<file path="src/rtl/seg7_state_monitor_pkg.sv">
// Shared types and helpers for the 7-segment display-FSM monitor.
// Pure combinational functions; no state.
// No flow control; decode and next-state are used directly by the monitor.
package seg7_mon_pkg;

  // Active-low segment patterns {a,b,c,d,e,f,g} for the four displayed digits
  localparam logic [6:0] SEG_S0 = 7'b0000001;
  localparam logic [6:0] SEG_S1 = 7'b1001111;
  localparam logic [6:0] SEG_S2 = 7'b0010010;
  localparam logic [6:0] SEG_S3 = 7'b0000110;

  typedef enum logic [1:0] {S0, S1, S2, S3} state_t;

  typedef enum logic [1:0] {
    ERR_NONE    = 2'd0,
    ERR_ILLEGAL = 2'd1,
    ERR_TRANS   = 2'd2,
    ERR_TIMEOUT = 2'd3
  } err_t;

  typedef enum logic [1:0] {M_UNSYNC, M_ARMED, M_WAIT} mon_t;

  typedef struct packed {
    logic   legal;
    state_t st;
  } dec_t;

  // Reference transition table of the display FSM being watched
  function automatic state_t next_state(state_t s, logic x);
    state_t n;
    unique case (s)
      S0:      n = x ? S3 : S0;
      S1:      n = x ? S2 : S0;
      S2:      n = x ? S3 : S2;
      default: n = S1;
    endcase
    return n;
  endfunction

  // Map a segment pattern back to a state code; anything else is illegal
  function automatic dec_t decode(logic [6:0] seg);
    dec_t d;
    d.legal = 1'b1;
    d.st    = S0;
    unique case (seg)
      SEG_S0:  d.st = S0;
      SEG_S1:  d.st = S1;
      SEG_S2:  d.st = S2;
      SEG_S3:  d.st = S3;
      default: d.legal = 1'b0;
    endcase
    return d;
  endfunction

endpackage

</file>
<file path="src/rtl/seg7_state_monitor_if.sv">
// Bundle of the observed display signals and the monitor's status outputs.
// No latency; wires only.
// No backpressure; the monitor is a passive observer.
interface seg7_state_monitor_if;
  import seg7_mon_pkg::*;

  logic [6:0]  seg;
  logic        x;
  logic        tick;
  state_t      state_o;
  logic        state_valid;
  logic        err_pulse;
  err_t        err_code;
  logic        err_sticky;
  logic [15:0] check_count;
  logic [7:0]  err_count;

  modport master (
    output seg, x, tick,
    input  state_o, state_valid, err_pulse, err_code, err_sticky, check_count, err_count
  );

  modport slave (
    input  seg, x, tick,
    output state_o, state_valid, err_pulse, err_code, err_sticky, check_count, err_count
  );
endinterface

</file>
<file path="src/rtl/seg7_stable_filter.sv">
// Debounce filter: a segment pattern is stable after STABLE_CYCLES identical samples.
// Latency STABLE_CYCLES clk from a pattern change or tick to stable.
// No backpressure; tick restarts the count so every update is re-qualified.
module seg7_stable_filter #(
  parameter int STABLE_CYCLES = 16
) (
  input  logic       clk,
  input  logic       rst,
  input  logic [6:0] seg,
  input  logic       tick,
  output logic [6:0] seg_q,
  output logic       stable
);
  localparam int CW = (STABLE_CYCLES > 2) ? $clog2(STABLE_CYCLES) : 1;
  localparam logic [CW-1:0] CNT_MAX = CW'(STABLE_CYCLES - 1);

  logic [6:0]    seg_d;
  logic [CW-1:0] cnt_q, cnt_d;

  // Restart on any change or tick, otherwise count up and saturate
  always_comb begin
    seg_d = seg;
    cnt_d = cnt_q;
    if ((seg != seg_q) || tick) begin
      cnt_d = '0;
    end else if (cnt_q != CNT_MAX) begin
      cnt_d = cnt_q + 1'b1;
    end
  end

  // Sample register and run-length counter
  always_ff @(posedge clk) begin
    if (rst) begin
      seg_q <= '0;
      cnt_q <= '0;
    end else begin
      seg_q <= seg_d;
      cnt_q <= cnt_d;
    end
  end

  assign stable = (cnt_q == CNT_MAX);

endmodule

</file>
<file path="src/rtl/seg7_state_monitor.sv">
// Checks displayed digits against the display FSM transition table on every tick.
// Error pulse and status registered 1 clk after detection; accept after STABLE_CYCLES.
// No backpressure; a tick during a pending check is reported as an overrun.
module seg7_state_monitor
  import seg7_mon_pkg::*;
#(
  parameter int STABLE_CYCLES = 16,
  parameter int TIMEOUT       = 1024
) (
  input logic clk,
  input logic rst,
  seg7_state_monitor_if.slave mon
);
  localparam int WCW = (TIMEOUT > 2) ? $clog2(TIMEOUT) : 1;
  localparam logic [WCW-1:0] WAIT_LAST = WCW'(TIMEOUT - 1);

  logic [6:0] seg_f;
  logic       stable;

  seg7_stable_filter #(.STABLE_CYCLES(STABLE_CYCLES)) u_filter (
    .clk    (clk),
    .rst    (rst),
    .seg    (mon.seg),
    .tick   (mon.tick),
    .seg_q  (seg_f),
    .stable (stable)
  );

  mon_t           mst_q, mst_d;
  state_t         prev_q, prev_d;
  state_t         state_o_q, state_o_d;
  logic           valid_q, valid_d;
  logic           x_l_q, x_l_d;
  logic [WCW-1:0] wcnt_q, wcnt_d;
  logic           ill_flag_q, ill_flag_d;
  logic [6:0]     ill_seg_q, ill_seg_d;
  logic           err_pulse_q, err_pulse_d;
  err_t           err_code_q, err_code_d;
  logic           sticky_q, sticky_d;
  logic [15:0]    chk_cnt_q, chk_cnt_d;
  logic [7:0]     err_cnt_q, err_cnt_d;

  logic           err_det;
  err_t           err_new;
  logic           chk_inc;
  dec_t           dec;

  // Monitor FSM: sync to a legal digit, then check one transition per tick
  always_comb begin
    mst_d      = mst_q;
    prev_d     = prev_q;
    state_o_d  = state_o_q;
    valid_d    = valid_q;
    x_l_d      = x_l_q;
    wcnt_d     = wcnt_q;
    ill_flag_d = ill_flag_q;
    ill_seg_d  = ill_seg_q;
    err_det    = 1'b0;
    err_new    = ERR_NONE;
    chk_inc    = 1'b0;
    dec        = decode(seg_f);

    unique case (mst_q)
      M_UNSYNC: begin
        if (stable) begin
          if (dec.legal) begin
            prev_d     = dec.st;
            state_o_d  = dec.st;
            valid_d    = 1'b1;
            ill_flag_d = 1'b0;
            mst_d      = M_ARMED;
          end else if (!ill_flag_q || (ill_seg_q != seg_f)) begin
            // Report a held illegal pattern only once
            err_det    = 1'b1;
            err_new    = ERR_ILLEGAL;
            ill_flag_d = 1'b1;
            ill_seg_d  = seg_f;
          end
        end
      end
      M_ARMED: begin
        if (mon.tick) begin
          x_l_d  = mon.x;
          wcnt_d = '0;
          mst_d  = M_WAIT;
        end else if (stable && !dec.legal) begin
          err_det    = 1'b1;
          err_new    = ERR_ILLEGAL;
          valid_d    = 1'b0;
          ill_flag_d = 1'b1;
          ill_seg_d  = seg_f;
          mst_d      = M_UNSYNC;
        end
      end
      M_WAIT: begin
        if (mon.tick) begin
          // Overrun: the display advanced again before the last update settled
          err_det = 1'b1;
          err_new = ERR_TIMEOUT;
          x_l_d   = mon.x;
          wcnt_d  = '0;
        end else if (stable) begin
          chk_inc = 1'b1;
          if (!dec.legal) begin
            err_det    = 1'b1;
            err_new    = ERR_ILLEGAL;
            valid_d    = 1'b0;
            ill_flag_d = 1'b1;
            ill_seg_d  = seg_f;
            mst_d      = M_UNSYNC;
          end else begin
            prev_d    = dec.st;
            state_o_d = dec.st;
            mst_d     = M_ARMED;
            if (dec.st != next_state(prev_q, x_l_q)) begin
              err_det = 1'b1;
              err_new = ERR_TRANS;
            end
          end
        end else if (wcnt_q == WAIT_LAST) begin
          chk_inc    = 1'b1;
          err_det    = 1'b1;
          err_new    = ERR_TIMEOUT;
          valid_d    = 1'b0;
          ill_flag_d = 1'b0;
          mst_d      = M_UNSYNC;
        end else begin
          wcnt_d = wcnt_q + 1'b1;
        end
      end
      default: mst_d = M_UNSYNC;
    endcase
  end

  // Error reporting and statistics
  always_comb begin
    err_pulse_d = err_det;
    err_code_d  = err_code_q;
    sticky_d    = sticky_q;
    err_cnt_d   = err_cnt_q;
    chk_cnt_d   = chk_cnt_q;
    if (err_det) begin
      err_code_d = err_new;
      sticky_d   = 1'b1;
      if (err_cnt_q != 8'hFF) begin
        err_cnt_d = err_cnt_q + 8'd1;
      end
    end
    if (chk_inc) begin
      chk_cnt_d = chk_cnt_q + 16'd1;
    end
  end

  // State and status registers; reset aborts any pending check silently
  always_ff @(posedge clk) begin
    if (rst) begin
      mst_q       <= M_UNSYNC;
      prev_q      <= S0;
      state_o_q   <= S0;
      valid_q     <= 1'b0;
      x_l_q       <= 1'b0;
      wcnt_q      <= '0;
      ill_flag_q  <= 1'b0;
      ill_seg_q   <= '0;
      err_pulse_q <= 1'b0;
      err_code_q  <= ERR_NONE;
      sticky_q    <= 1'b0;
      chk_cnt_q   <= '0;
      err_cnt_q   <= '0;
    end else begin
      mst_q       <= mst_d;
      prev_q      <= prev_d;
      state_o_q   <= state_o_d;
      valid_q     <= valid_d;
      x_l_q       <= x_l_d;
      wcnt_q      <= wcnt_d;
      ill_flag_q  <= ill_flag_d;
      ill_seg_q   <= ill_seg_d;
      err_pulse_q <= err_pulse_d;
      err_code_q  <= err_code_d;
      sticky_q    <= sticky_d;
      chk_cnt_q   <= chk_cnt_d;
      err_cnt_q   <= err_cnt_d;
    end
  end

  assign mon.state_o     = state_o_q;
  assign mon.state_valid = valid_q;
  assign mon.err_pulse   = err_pulse_q;
  assign mon.err_code    = err_code_q;
  assign mon.err_sticky  = sticky_q;
  assign mon.check_count = chk_cnt_q;
  assign mon.err_count   = err_cnt_q;

endmodule

</file>
<file path="src/flat_wrapper.sv">
// flat-port wrapper written by rule: the top's interface ports become plain ports
module seg7_state_monitor_flat import seg7_mon_pkg::*;
#(
  parameter int STABLE_CYCLES = 16,
  parameter int TIMEOUT       = 1024
)
  (clk, rst, mon_seg, mon_x, mon_tick, mon_state_o, mon_state_valid, mon_err_pulse, mon_err_code, mon_err_sticky, mon_check_count, mon_err_count);
  seg7_state_monitor_if mon_i ();
  input logic clk;
  input logic rst;
  input wire logic [$bits(mon_i.seg)-1:0] mon_seg;
  input wire logic [$bits(mon_i.x)-1:0] mon_x;
  input wire logic [$bits(mon_i.tick)-1:0] mon_tick;
  output wire logic [$bits(mon_i.state_o)-1:0] mon_state_o;
  output wire logic [$bits(mon_i.state_valid)-1:0] mon_state_valid;
  output wire logic [$bits(mon_i.err_pulse)-1:0] mon_err_pulse;
  output wire logic [$bits(mon_i.err_code)-1:0] mon_err_code;
  output wire logic [$bits(mon_i.err_sticky)-1:0] mon_err_sticky;
  output wire logic [$bits(mon_i.check_count)-1:0] mon_check_count;
  output wire logic [$bits(mon_i.err_count)-1:0] mon_err_count;
  assign mon_i.seg = mon_seg;
  assign mon_i.x = mon_x;
  assign mon_i.tick = mon_tick;
  assign mon_state_o = mon_i.state_o;
  assign mon_state_valid = mon_i.state_valid;
  assign mon_err_pulse = mon_i.err_pulse;
  assign mon_err_code = mon_i.err_code;
  assign mon_err_sticky = mon_i.err_sticky;
  assign mon_check_count = mon_i.check_count;
  assign mon_err_count = mon_i.err_count;
  seg7_state_monitor #(.STABLE_CYCLES(STABLE_CYCLES), .TIMEOUT(TIMEOUT)) u_core (.clk(clk), .rst(rst), .mon(mon_i));
endmodule
</file>
<file path="config.mk">
export PLATFORM = sky130hd
export DESIGN_NAME = seg7_state_monitor_flat
export DESIGN_NICKNAME = d
export VERILOG_FILES = /design/src/rtl/seg7_state_monitor_pkg.sv /design/src/rtl/seg7_state_monitor_if.sv /design/src/rtl/seg7_stable_filter.sv /design/src/rtl/seg7_state_monitor.sv /design/src/flat_wrapper.sv
export SDC_FILE = /design/constraint.sdc
export NUM_CORES = 1
export LEC_CHECK = 0
export BUFFER_PORTS_ARGS = -buffer_cell sky130_fd_sc_hd__buf_2
export CAP_MARGIN = 20
export CORE_UTILIZATION = 55
export DETAILED_ROUTE_END_ITERATION = 8
export PLACE_DENSITY = 0.83
export SLEW_MARGIN = 0
export SYNTH_ARGS = -nofsm -noshare
export SYNTH_HDL_FRONTEND = slang
export SYNTH_HIERARCHICAL = 1
export SYNTH_SLANG_ARGS = --single-unit
</file>
<file path="constraint.sdc">
create_clock -name clk -period 7.3 [get_ports clk]
set_input_delay 2.19 -clock clk [delete_from_list [all_inputs] [get_ports clk]]
set_output_delay 2.19 -clock clk [all_outputs]
set_load 0.005 [all_outputs]
</file>
==> impl_results.md, run 1 <==
* Setup CP Type: in -> reg
* Synth Cell Area at 0.00319 sq mm
* Top_reg_cell synth: dfxtp_1
* Setup WS post-layout at 3.82 ns
* Skew-Pair Late Insertion Delay at 0.34 ns
* Leakage at 1.44 nW
* CP Cell Sequence: buf_2 > nand2b_1 > nor2_1 > and4_1 > nand3_1 > xor2_1 > nor2_1
* Slew HR at 0.630
* Die height at 78.1 um
* Final Max Slew Viols at 0
* Mean routed wirelength per cell at 13.7 um
* Post-cts gate resize count at 0
* # setup viols final at 0
* CTS tree: done
* Max Fanout on Critical Path at 17
* Avg Inst Size Synth at 8.76 sq um
* Actual slew at the worst max-slew pin at 0.555 ns
* F_max at 288 MHz
* # rows at 27
* Worst min path class: reg -> reg
* Syn_nets at 383
* Antenna Violating Nets Remaining at 0
* Commonest non-fill, non-tap cell in the layout: dfxtp_1
* Min cycle time layout at 3.48 ns
* Reg2Reg Depth at 9
* Synthesized flop and latch total at 63
* Fill cell count at 479
* Ratio of cells with drive above 1 in the final layout at 0.178
* Critical Path AT at 3.69 ns
* PortBufs at 41
* Asr flop ratio synth at 0
* Final HPWL from detailed placement at 4550 um
* Die Area at 0.00611 sq mm
* Initial Util at 0.575
* Critical-path top delay cell: and4_1
* Worst path max stage delay at 0.41 ns
* Seq/Total Area, Yosys at 0.396
* Final cycle utilization of the critical path at 0.476
* DRT Pass-1 Iters at 4
* Vias/cell at 5.56
* Final hold violations at 0
* DRT Wirelength at 6570 um
* VDD IR max at 0.179 mV
* Worst hold stages at 2
* CTS Root Cell: clkbuf_8
* Area leader, netlist: dfxtp_1
* Critical path endpoint category: register
* Worst hold slack at 0.447 ns
* Number of buffers created by CTS at 9
* Pre-CTS setup slack at 3.50 ns
* Vias in the first global route at 2486
* Synth Instances at 364
* # clock sinks at 63
* Number of max-cap violations at 0
* H-tree Lvls at 3
* Synth unique cells at 55
* Syn-to-layout area delta at 14.1%
* Most frequent CP cell: nor2_1
* Largest net degree at the start of global routing at 56
* Ant diodes at 0
* GP Congestion at 0.828
* Core area at 0.00554 sq mm
* Vias post-DR at 2676
* Io pins at 42
* Unrepaired setup endpoints after global routing: no
* WP data required at 7.51 ns
* Largest cells by area after synthesis: dfxtp_1, nor2_1, xor2_1
* Clock buffer depth at 2
* Crit start category: input pin
* Ys Warns at 6
* Final Core Density at 0.657
* Total global routing overflow at 0
* Post-synth EDFFs at 0
* Die W at 78.1 um
* First-pass GRT wire length at 11100 um
* DR DRC count at 0
* Clk pin slew, worst setup/hold paths at 0.07 ns
* TNS Setup at 0 ns
* Cts hold-fix bufs at 0
* Synth top area share at 0.396
* Cell Pwr Density at 190 mW/mm^2
* Clock Skews at 0.0112 ns
* Overall Global Routing Usage at 0.232
* Outcome: finished, final reports clean
* DR iter-0 viols at 163
* Layout Nets at 423
* Initial antenna violation count at 0
* # Post-CTS Setup Buffers at 0
* Most frequent cells in the layout: dfxtp_1, nor2_1, buf_2
[per-layer routing]
layer  share of wire  up-vias  global-route usage  routed length (um)
li1                -     1354                   -                   -
met1            0.46     1262               0.281                3000
met2            0.48       52               0.384                3170
met3           0.046        8              0.0593                 302
met4           0.015        0               0.109                  96
met5               0        -                   0                   0
[cell families after synthesis]
family,synth area share
flip-flops,0.396
multiplexers,0.0483
adder cells (fa/ha/maj),0.0314
AO/OA/AOI/OAI,0.123
AND/OR/NAND/NOR,0.254
buffers and inverters,0.0334
XOR/XNOR,0.115
[where the power goes]
part	internal [mW]	total [mW]	switching (mW)
clock network	0.177	0.314	0.137
logic	0.0112	0.0256	0.0145
registers	0.346	0.350	0.00456
[registers in the layout, indices dropped and copies added (netlist names)]
register,flops
u_core/ill_seg_q,7
u_core/x_l_q,1
u_core/u_filter/cnt_q,4
u_core/wcnt_q,10
u_core/prev_q,2
u_core/ill_flag_q,1
u_core/u_filter/seg_q,7
u_core/mon.err_sticky,1
u_core/mon.check_count,16
u_core/mon.state_valid,1
u_core/mon.err_count,8
u_core/mst_q,2
u_core/mon.err_code,2
u_core/mon.err_pulse,1
[Yosys cell counts, drive strengths merged, types with 6 or more instances]
library cell	count
dfxtp	63
nor2	50
xor2	21
a21oi	20
o21ai	20
xnor2	20
nand2	19
mux2i	15
nand3	13
nand4	13
inv	12
nor2b	12
clkbuf	9
ha	8
and3	7
nor3	7
or3	6
[final cells by class]
type | count | area, sq um | share of cell area
inverter | 12 | 45.0 | 0.0124
timing repair buffer | 42 | 213 | 0.0585
sequential | 63 | 1260 | 0.347
clock buffer | 12 | 155 | 0.0426
clock inverter | 4 | 53.8 | 0.0148
tap | 72 | 90.1 | 0.0248
multi-input combinational | 276 | 1820 | 0.500
[worst max-delay path, delay by kind of cell]
family	cells	cell delay [ns]
AND/OR/NAND/NOR	5	1.14
XOR/XNOR	1	0.16
buffers and inverters	1	0.19
[worst paths after layout]
kind	endpoint	startpoint	slack [ns]
max reg2reg	u_core/wcnt_q[4]	u_core/u_filter/cnt_q[0]	4.66
max	u_core/mon.check_count[15]	mon_tick	3.82
min	u_core/mon.err_sticky	u_core/mon.err_sticky	0.45
min reg2reg	u_core/mon.err_sticky	u_core/mon.err_sticky	0.45
[per-stage QoR]
step / power [mW] / instance area, sq um / instances
6_report: 0.690 / 3640 / 481
4_1_cts: 0.696 / 3640 / 481
5_1_grt: 0.713 / 3640 / 481
3_3_place_gp: 0.383 / 3430 / 465
3_5_place_dp: 0.384 / 3430 / 465
2_1_floorplan: 0.375 / 3190 / 364
(Power assumes the default switching activity.)
==> run 2: changes to the inputs <==
- ABC_AREA: unset -> 1
- PLACE_DENSITY: 0.83 -> 0.82
- clock period: 7.3 -> 3.3 ns (I/O delays scaled with it)
==> run 2 against run 1 <==
Die area grew 14%. Count of clock-buffer cells in the layout down 1. Utilization decreased by 1.0 points. Critical endpoint is now u_core/mon.check_count[4]. Synthesized area rose by 14%. Sequential cell count stayed put. Worst setup slack worse by 2.8 ns. Clock skew fell by 0.0013 ns. Largest power group unchanged.
==> impl_results.md, run 2 <==
* Outcome: finished, final reports clean (unchanged)
* Initial Util at 0.571 (was 0.575)
* Cell Pwr Density at 382 mW/mm^2 (was 190 mW/mm^2)
* Die W at 83.4 um (was 78.1 um)
* Core area at 0.00639 sq mm (was 0.00554 sq mm)
* Power after layout at 1.58 mW (was 0.690 mW)
* Largest net degree at the start of global routing at 27 (was 56)
* Io pins at 42 (unchanged)
* Top_reg_cell synth: dfxtp_1 (unchanged)
* Post-cts gate resize count at 0 (unchanged)
* Leakage at 1.85 nW (was 1.44 nW)
* Final hold violations at 0 (unchanged)
* Commonest non-fill, non-tap cell in the layout: nand2_1 (was dfxtp_1)
* Mean routed wirelength per cell at 12.3 um (was 13.7 um)
* Number of max-cap violations at 0 (unchanged)
* Syn-to-layout area delta at 13.2% (was 14.1%)
* Ratio of cells with drive above 1 in the final layout at 0.185 (was 0.178)
* Syn_nets at 569 (was 383)
* Placed Cells at 663 (was 465)
* # rows at 29 (was 27)
* Cts hold-fix bufs at 0 (unchanged)
* Unrepaired setup endpoints after global routing: no (unchanged)
* Critical-path top delay cell: dfxtp_1 (was and4_1)
* Layout Cells excl Fill at 678 (was 481)
* Crit start category: register (was input pin)
* CTS Root Cell: clkbuf_8 (unchanged)
* Worst path max stage delay at 0.34 ns (was 0.41 ns)
* DRT Pass-1 Iters at 5 (was 4)
* Flop2flop setup slack at 1.02 ns (was 4.66 ns)
* CTS tree: done (unchanged)
* Final Core Density at 0.647 (was 0.657)
* Clock buffer depth at 2 (unchanged)
* Vias/cell at 5.27 (was 5.56)
* Die height at 83.4 um (was 78.1 um)
* Synthesized flop and latch total at 63 (unchanged)
* Asr flop ratio synth at 0 (unchanged)
* Final cycle utilization of the critical path at 0.691
* Sequential cell fraction of total power at 0.490 (was 0.508)
* # Post-CTS Setup Buffers at 0 (unchanged)
* Actual slew at the worst max-slew pin at 0.433 ns (was 0.555 ns)
* Seq/Total Area, Yosys at 0.346 (was 0.396)
* DR DRC count at 0 (unchanged)
* Sequential cell area at 0.00126 sq mm (unchanged)
* Layout Nets at 616 (was 423)
* Reg2Reg Depth at 11 (was 9)
* Avg Inst Size Synth at 6.63 sq um (was 8.76 sq um)
* Net Sw Frac at 0.220 (was 0.226)
* Max reg flops at 16 (unchanged)
* # clock sinks at 63 (unchanged)
* Clk pwr share at 0.459 (was 0.455)
* Antenna Violating Nets Remaining at 0 (unchanged)
* Vias in the first global route at 3208 (was 2486)
* Switching power at 0.347 mW (was 0.156 mW)
* Clk pin slew, worst setup/hold paths at 0.07 ns (about the same)
* Area leader, netlist: dfxtp_1 (unchanged)
* VDD IR max at 0.439 mV (was 0.179 mV)
* Synth top area share at 0.346 (was 0.396)
* Overall Global Routing Usage at 0.248 (was 0.232)
* Most frequent CP cell: inv_1 (was nor2_1)
* # setup viols final at 0 (unchanged)
* Number of buffers created by CTS at 9 (unchanged)
* Initial antenna violation count at 0 (unchanged)
* Setup CP Type: reg -> reg (was in -> reg)
* Synth unique cells at 40 (was 55)
* Most frequent cells in the layout: nand2_1, inv_1, nor2_1, dfxtp_1, buf_2 (was dfxtp_1, nor2_1, buf_2)
* Slew HR at 0.710 (was 0.630)
* Clock Skews at 0.00992 ns (was 0.0112 ns)
* Total global routing overflow at 0 (unchanged)
* Post-synth EDFFs at 0 (unchanged)
* Worst hold stages at 2 (unchanged)
* GP Congestion at 0.899 (was 0.828)
* Max Fanout on Critical Path at 10 (was 17)
* Critical Path AT at 2.56 ns (was 3.69 ns)
* Synth Cell Area at 0.00365 sq mm (was 0.00319 sq mm)
* Min cycle time layout at 2.28 ns
* Int Pwr at 1.23 mW (was 0.534 mW)
* Vias post-DR at 3575 (was 2676)
* Fill cell count at 578 (was 479)
* Critical path endpoint category: register (unchanged)
* Logic gate share of total power at 0.051 (was 0.037)
* First-pass GRT wire length at 14100 um (was 11100 um)
* CP Cell Sequence: inv_1 > ha_1 > inv_1 > nor2_1 > nand2_2 > inv_1 > nand2_1 > nor2_1 > inv_1 > nor2_1 > o21a_1 (was buf_2 > nand2b_1 > nor2_1 > and4_1 > nand3_1 > xor2_1 > nor2_1)
* Multi-input gate area in the final layout at 0.00201 sq mm (was 0.00182 sq mm)
* Ant diodes at 0 (unchanged)
* Most common cell in the netlist: nand2_1 (was dfxtp_1)
* Largest cells by area after synthesis: dfxtp_1, nand2_1, inv_1 (was dfxtp_1, nor2_1, xor2_1)
* TNS Setup at 0 ns (unchanged)
* WP data required at 3.57 ns (was 7.51 ns)
* Final Max Slew Viols at 0 (unchanged)
* Most frequent cells after synthesis: nand2_1, inv_1, dfxtp_1, nor2_1, a21oi_1 (was dfxtp_1, nor2_1, xor2_1)
* Ys Warns at 6 (unchanged)
* Worst min path class: reg -> reg (unchanged)
* Final HPWL from detailed placement at 6340 um (was 4550 um)
* Die Area at 0.00696 sq mm (was 0.00611 sq mm)
* Skew-Pair Late Insertion Delay at 0.34 ns (about the same)
* Synth Instances at 550 (was 364)
* F_max at 438 MHz
* DRT Wirelength at 8370 um (was 6570 um)
* PortBufs at 41 (unchanged)
* DR iter-0 viols at 229 (was 163)
* H-tree Lvls at 3 (unchanged)
run 2: changes by cell type in the layout (fill, tap and decap cells not counted), sizes merged, moves of 4 or more:
cell,before,now
xor2,21,8
nor2b,12,0
mux2i,15,1
nand4,13,17
or3,6,0
xnor2,20,4
nand2,19,140
and3,7,0
a21oi,20,37
o21ai,20,30
nor2,50,86
nor3,7,11
nand3,13,31
inv,12,85
run 2: final cells by class:
type | instances | share of cell area
timing repair buffer | 43 | 0.0533
sequential | 63 | 0.305
multi-input combinational | 393 | 0.487
clock inverter | 4 | 0.0170
tap | 77 | 0.0233
clock buffer | 11 | 0.0342
inverter | 87 | 0.0794
run 2: cells by family after synthesis:
group	Yosys count	synth area share
flip-flops	63	0.346
adder cells (fa/ha/maj)	8	0.0274
AND/OR/NAND/NOR	296	0.379
buffers and inverters	94	0.102
AO/OA/AOI/OAI	76	0.114
XOR/XNOR	12	0.0288
multiplexers	1	0.00274
run 2: metal layers:
layer  share of wire  global-route usage  wire length [um]  up-vias
met3           0.044              0.0477               367       11
met5               0                   0                 0        -
met4           0.013               0.105               111        0
met2            0.47               0.406              3940       91
li1                -                   -                 -     1840
met1            0.47               0.319              3960     1633
run 2: worst max-delay path: cells and delay by family, from the launching register on:
kind            cells  cell delay (ns)
flops               1             0.34
simple gates        5             0.91
fa+ha+maj           1             0.29
buf+inv             4             0.56
compound gates      1             0.11
run 2: per-stage QoR:
step,area (sq um),worst slack (ns),hold slack [ns]
floorplan,3650,1.25,0.448
global placement,3920,0.910,0.437
detailed placement,3920,0.801,0.447
CTS,4130,1.06,0.458
global route,4130,0.809,0.484
finish,4130,1.02,0.452
run 2: path summary, 6_finish.rpt:
kind | end | startpoint
max | u_core/mon.check_count[4] | u_core/mst_q[0]
min | u_core/mon.err_sticky | u_core/mon.err_sticky
min reg2reg | u_core/mon.err_sticky | u_core/mon.err_sticky
max reg2reg | u_core/mon.check_count[4] | u_core/mst_q[0]
run 2: power groups by stage:
stage	Combinational (mW)	Clock [mW]	Sequential, mW
4_1_cts	0.0799	0.742	0.773
5_1_grt	0.0914	0.772	0.774
3_3_place_gp	0.0781	0	0.790
2_1_floorplan	0.0595	0	0.788
3_5_place_dp	0.0795	0	0.791
6_report	0.0804	0.724	0.774
==> run 3: changes to the inputs <==
- clock period: 3.3 -> 2.32 ns (I/O delays scaled with it)
==> run 3 against run 2 <==
Clock power grew 37%. Cell count grew 0.44%. Final area grew 0.70%. Combinational power grew 46%. Highest routed layer unchanged. Largest cell class unchanged. Worst setup slack lost 0.83 ns. Fmax grew 7.0%. Utilization grew 0.45 points. Sequential cell count is the same.
==> impl_results.md, run 3 (synthesized netlist as in run 2, its figures left out) <==
* Min cycle time layout at 2.13 ns (was 2.28 ns)
* Reg2Reg Depth at 11 (unchanged)
* Ant diodes at 0 (unchanged)
* Setup CP Type: reg -> reg (unchanged)
* DRT Pass-1 Iters at 4 (was 5)
* # rows at 29 (unchanged)
* Final hold violations at 0 (unchanged)
* DRT Wirelength at 8070 um (was 8370 um)
* Commonest non-fill, non-tap cell in the layout: nand2_1 (unchanged)
* Number of buffers created by CTS at 9 (unchanged)
* Final Max Slew Viols at 0 (unchanged)
* Cell Pwr Density at 532 mW/mm^2 (was 382 mW/mm^2)
* Clk pwr share at 0.450 (was 0.459)
* Vias in the first global route at 3264 (was 3208)
* Worst min path class: reg -> reg (unchanged)
* Die W at 83.4 um (unchanged)
* Max reg flops at 16 (unchanged)
* Initial Util at 0.571 (unchanged)
* Initial antenna violation count at 0 (unchanged)
* Die height at 83.4 um (unchanged)
* Max Fanout on Critical Path at 10 (unchanged)
* First-pass GRT wire length at 14100 um (about the same)
* Overall Global Routing Usage at 0.247 (was 0.248)
* Flop2flop setup slack at 0.19 ns (was 1.02 ns)
* Met1 Use GR at 0.322 (was 0.319)
* Pre-CTS setup slack at 0.190 ns (was 0.801 ns)
* F_max at 469 MHz (was 438 MHz)
* WP data required at 2.55 ns (was 3.57 ns)
* Leakage at 1.86 nW (was 1.85 nW)
* Clock buffer depth at 2 (unchanged)
* Critical path endpoint category: register (unchanged)
* Net Sw Frac at 0.228 (was 0.220)
* DR iter-0 viols at 254 (was 229)
* Met2 GRT Util at 0.405 (was 0.406)
* Unrepaired setup endpoints after global routing: no (unchanged)
* Int Pwr at 1.71 mW (was 1.23 mW)
* Core area at 0.00639 sq mm (unchanged)
* Clock Skews at 0.00792 ns (was 0.00992 ns)
* Logic gate share of total power at 0.053 (was 0.051)
* Antenna Violating Nets Remaining at 0 (unchanged)
* Vias/cell at 5.25 (was 5.27)
* Final HPWL from detailed placement at 6120 um (was 6340 um)
* Hold Path Origin: u_core/mon.err_sticky (unchanged)
* TNS Setup at 0 ns (unchanged)
* # setup viols final at 0 (unchanged)
* VDD IR max at 0.463 mV (was 0.439 mV)
* DR DRC count at 0 (unchanged)
* Critical Path AT at 2.36 ns (was 2.56 ns)
* Critical R2R Capture: u_core/wcnt_q[4] (was u_core/mon.check_count[4])
* GP Congestion at 0.999 (was 0.899)
* Switching power at 0.505 mW (was 0.347 mW)
* Worst Hold Path EP: u_core/mon.err_sticky (unchanged)
* Sequential cell fraction of total power at 0.497 (was 0.490)
* Most frequent cells in the layout: nand2_1, inv_1, dfxtp_1 (was nand2_1, inv_1, nor2_1, dfxtp_1, buf_2)
* Mean routed wirelength per cell at 11.8 um (was 12.3 um)
* Layout Nets at 619 (was 616)
* Worst hold stages at 2 (unchanged)
* CTS Root Cell: clkbuf_8 (unchanged)
* Critical R2R Launch: u_core/u_filter/cnt_q[0] (was u_core/mst_q[0])
* Grt met3 use at 0.0507 (was 0.0477)
* Outcome: finished, final reports clean (unchanged)
* Number of max-cap violations at 0 (unchanged)
* Io pins at 42 (unchanged)
* Largest net degree at the start of global routing at 25 (was 27)
* Total global routing overflow at 0 (unchanged)
* Vias post-DR at 3573 (was 3575)
* Final cycle utilization of the critical path at 0.919 (was 0.691)
* H-tree Lvls at 3 (unchanged)
* Setup WS post-layout at 0.188 ns (was 1.02 ns)
* Syn-to-layout area delta at 14.0% (was 13.2%)
* Crit start category: register (unchanged)
* Fill cell count at 562 (was 578)
* # clock sinks at 63 (unchanged)
* CTS tree: done (unchanged)
* Skew-Pair Late Insertion Delay at 0.34 ns (about the same)
* Slew HR at 0.737 (was 0.710)
* Grt peak-use layer: met2 (unchanged)
* Actual slew at the worst max-slew pin at 0.392 ns (was 0.433 ns)
* Clk pin slew, worst setup/hold paths at 0.07 ns (about the same)
* Ratio of cells with drive above 1 in the final layout at 0.194 (was 0.185)
* Die Area at 0.00696 sq mm (unchanged)
* PortBufs at 41 (unchanged)
## run 3: cell count changes in the layout (fill, tap and decap cells not counted), sizes merged
| cell | previous run | this run |
|---|---|---|
| buf | 43 | 46 |
| bufinv | 2 | 1 |
| clkinv | 4 | 3 |
| clkbuf | 11 | 13 |
## run 3: area by class of cell
type                    instances  area [sq um]  share of cell area
multi-input cells             393          2020               0.486
well taps                      77          96.3              0.0232
flip-flops and latches         63          1260               0.303
clock buffers                  13           169              0.0406
inverters                      87           328              0.0788
clock inverters                 2          38.8             0.00933
repair buffers                 46           243              0.0584
## run 3: metrics by stage
step | std cells | hold slack, ns | power (mW) | utilization | cell area, sq um
3_5_place_dp | 666 | 0.438 | 1.24 | 0.617 | 3940
6_report | 681 | 0.452 | 2.21 | 0.651 | 4160
4_1_cts | 681 | 0.451 | 2.23 | 0.650 | 4150
3_3_place_gp | 666 | 0.435 | 1.24 | 0.617 | 3940
2_1_floorplan | 550 | 0.448 | 1.21 | - | 3650
5_1_grt | 681 | 0.478 | 2.30 | 0.651 | 4160
## run 3: what timing repair did
item                       CTS  global route
hold buffers                 0             0
setup endpoints to repair    0             7
resized for setup            0             4
buffers inserted             0             0
## run 3: power groups by stage
stage	logic [mW]	clock network (mW)	registers (mW)
floorplan	0.0846	0	1.12
global placement	0.112	0	1.12
detailed placement	0.115	0	1.12
CTS	0.116	1.02	1.10
global route	0.132	1.07	1.10
finish	0.117	0.995	1.10
## run 3: critical path: stages (launching register included)
cell and delay [ns]:
dfxtp_1 0.33, ha_1 0.23, nand3_1 0.16, inv_2 0.10
inv_1 0.18, nand2_1 0.14, nand2_2 0.20, nand2_4 0.12
nor3_1 0.23, nand2_1 0.10, o21ai_0 0.16, a21oi_1 0.05
## run 3: metal layers
| layer | vias up | part of all wire |
|---|---|---|
| met2 | 95 | 0.47 |
| met5 | - | 0 |
| met4 | 0 | 0.014 |
| met3 | 13 | 0.053 |
| met1 | 1613 | 0.47 |
| li1 | 1852 | - |
## run 3: how the worst max path moves through the flow
stage,startpoint,to
finish,u_core/u_filter/cnt_q[0],u_core/wcnt_q[4]
global route,u_core/u_filter/cnt_q[0],u_core/wcnt_q[9]
detailed placement,u_core/u_filter/cnt_q[0],u_core/wcnt_q[4]
floorplan,u_core/u_filter/cnt_q[0],u_core/wcnt_q[4]
global placement,mon_tick,u_core/wcnt_q[2]
CTS,u_core/u_filter/cnt_q[0],u_core/wcnt_q[4]
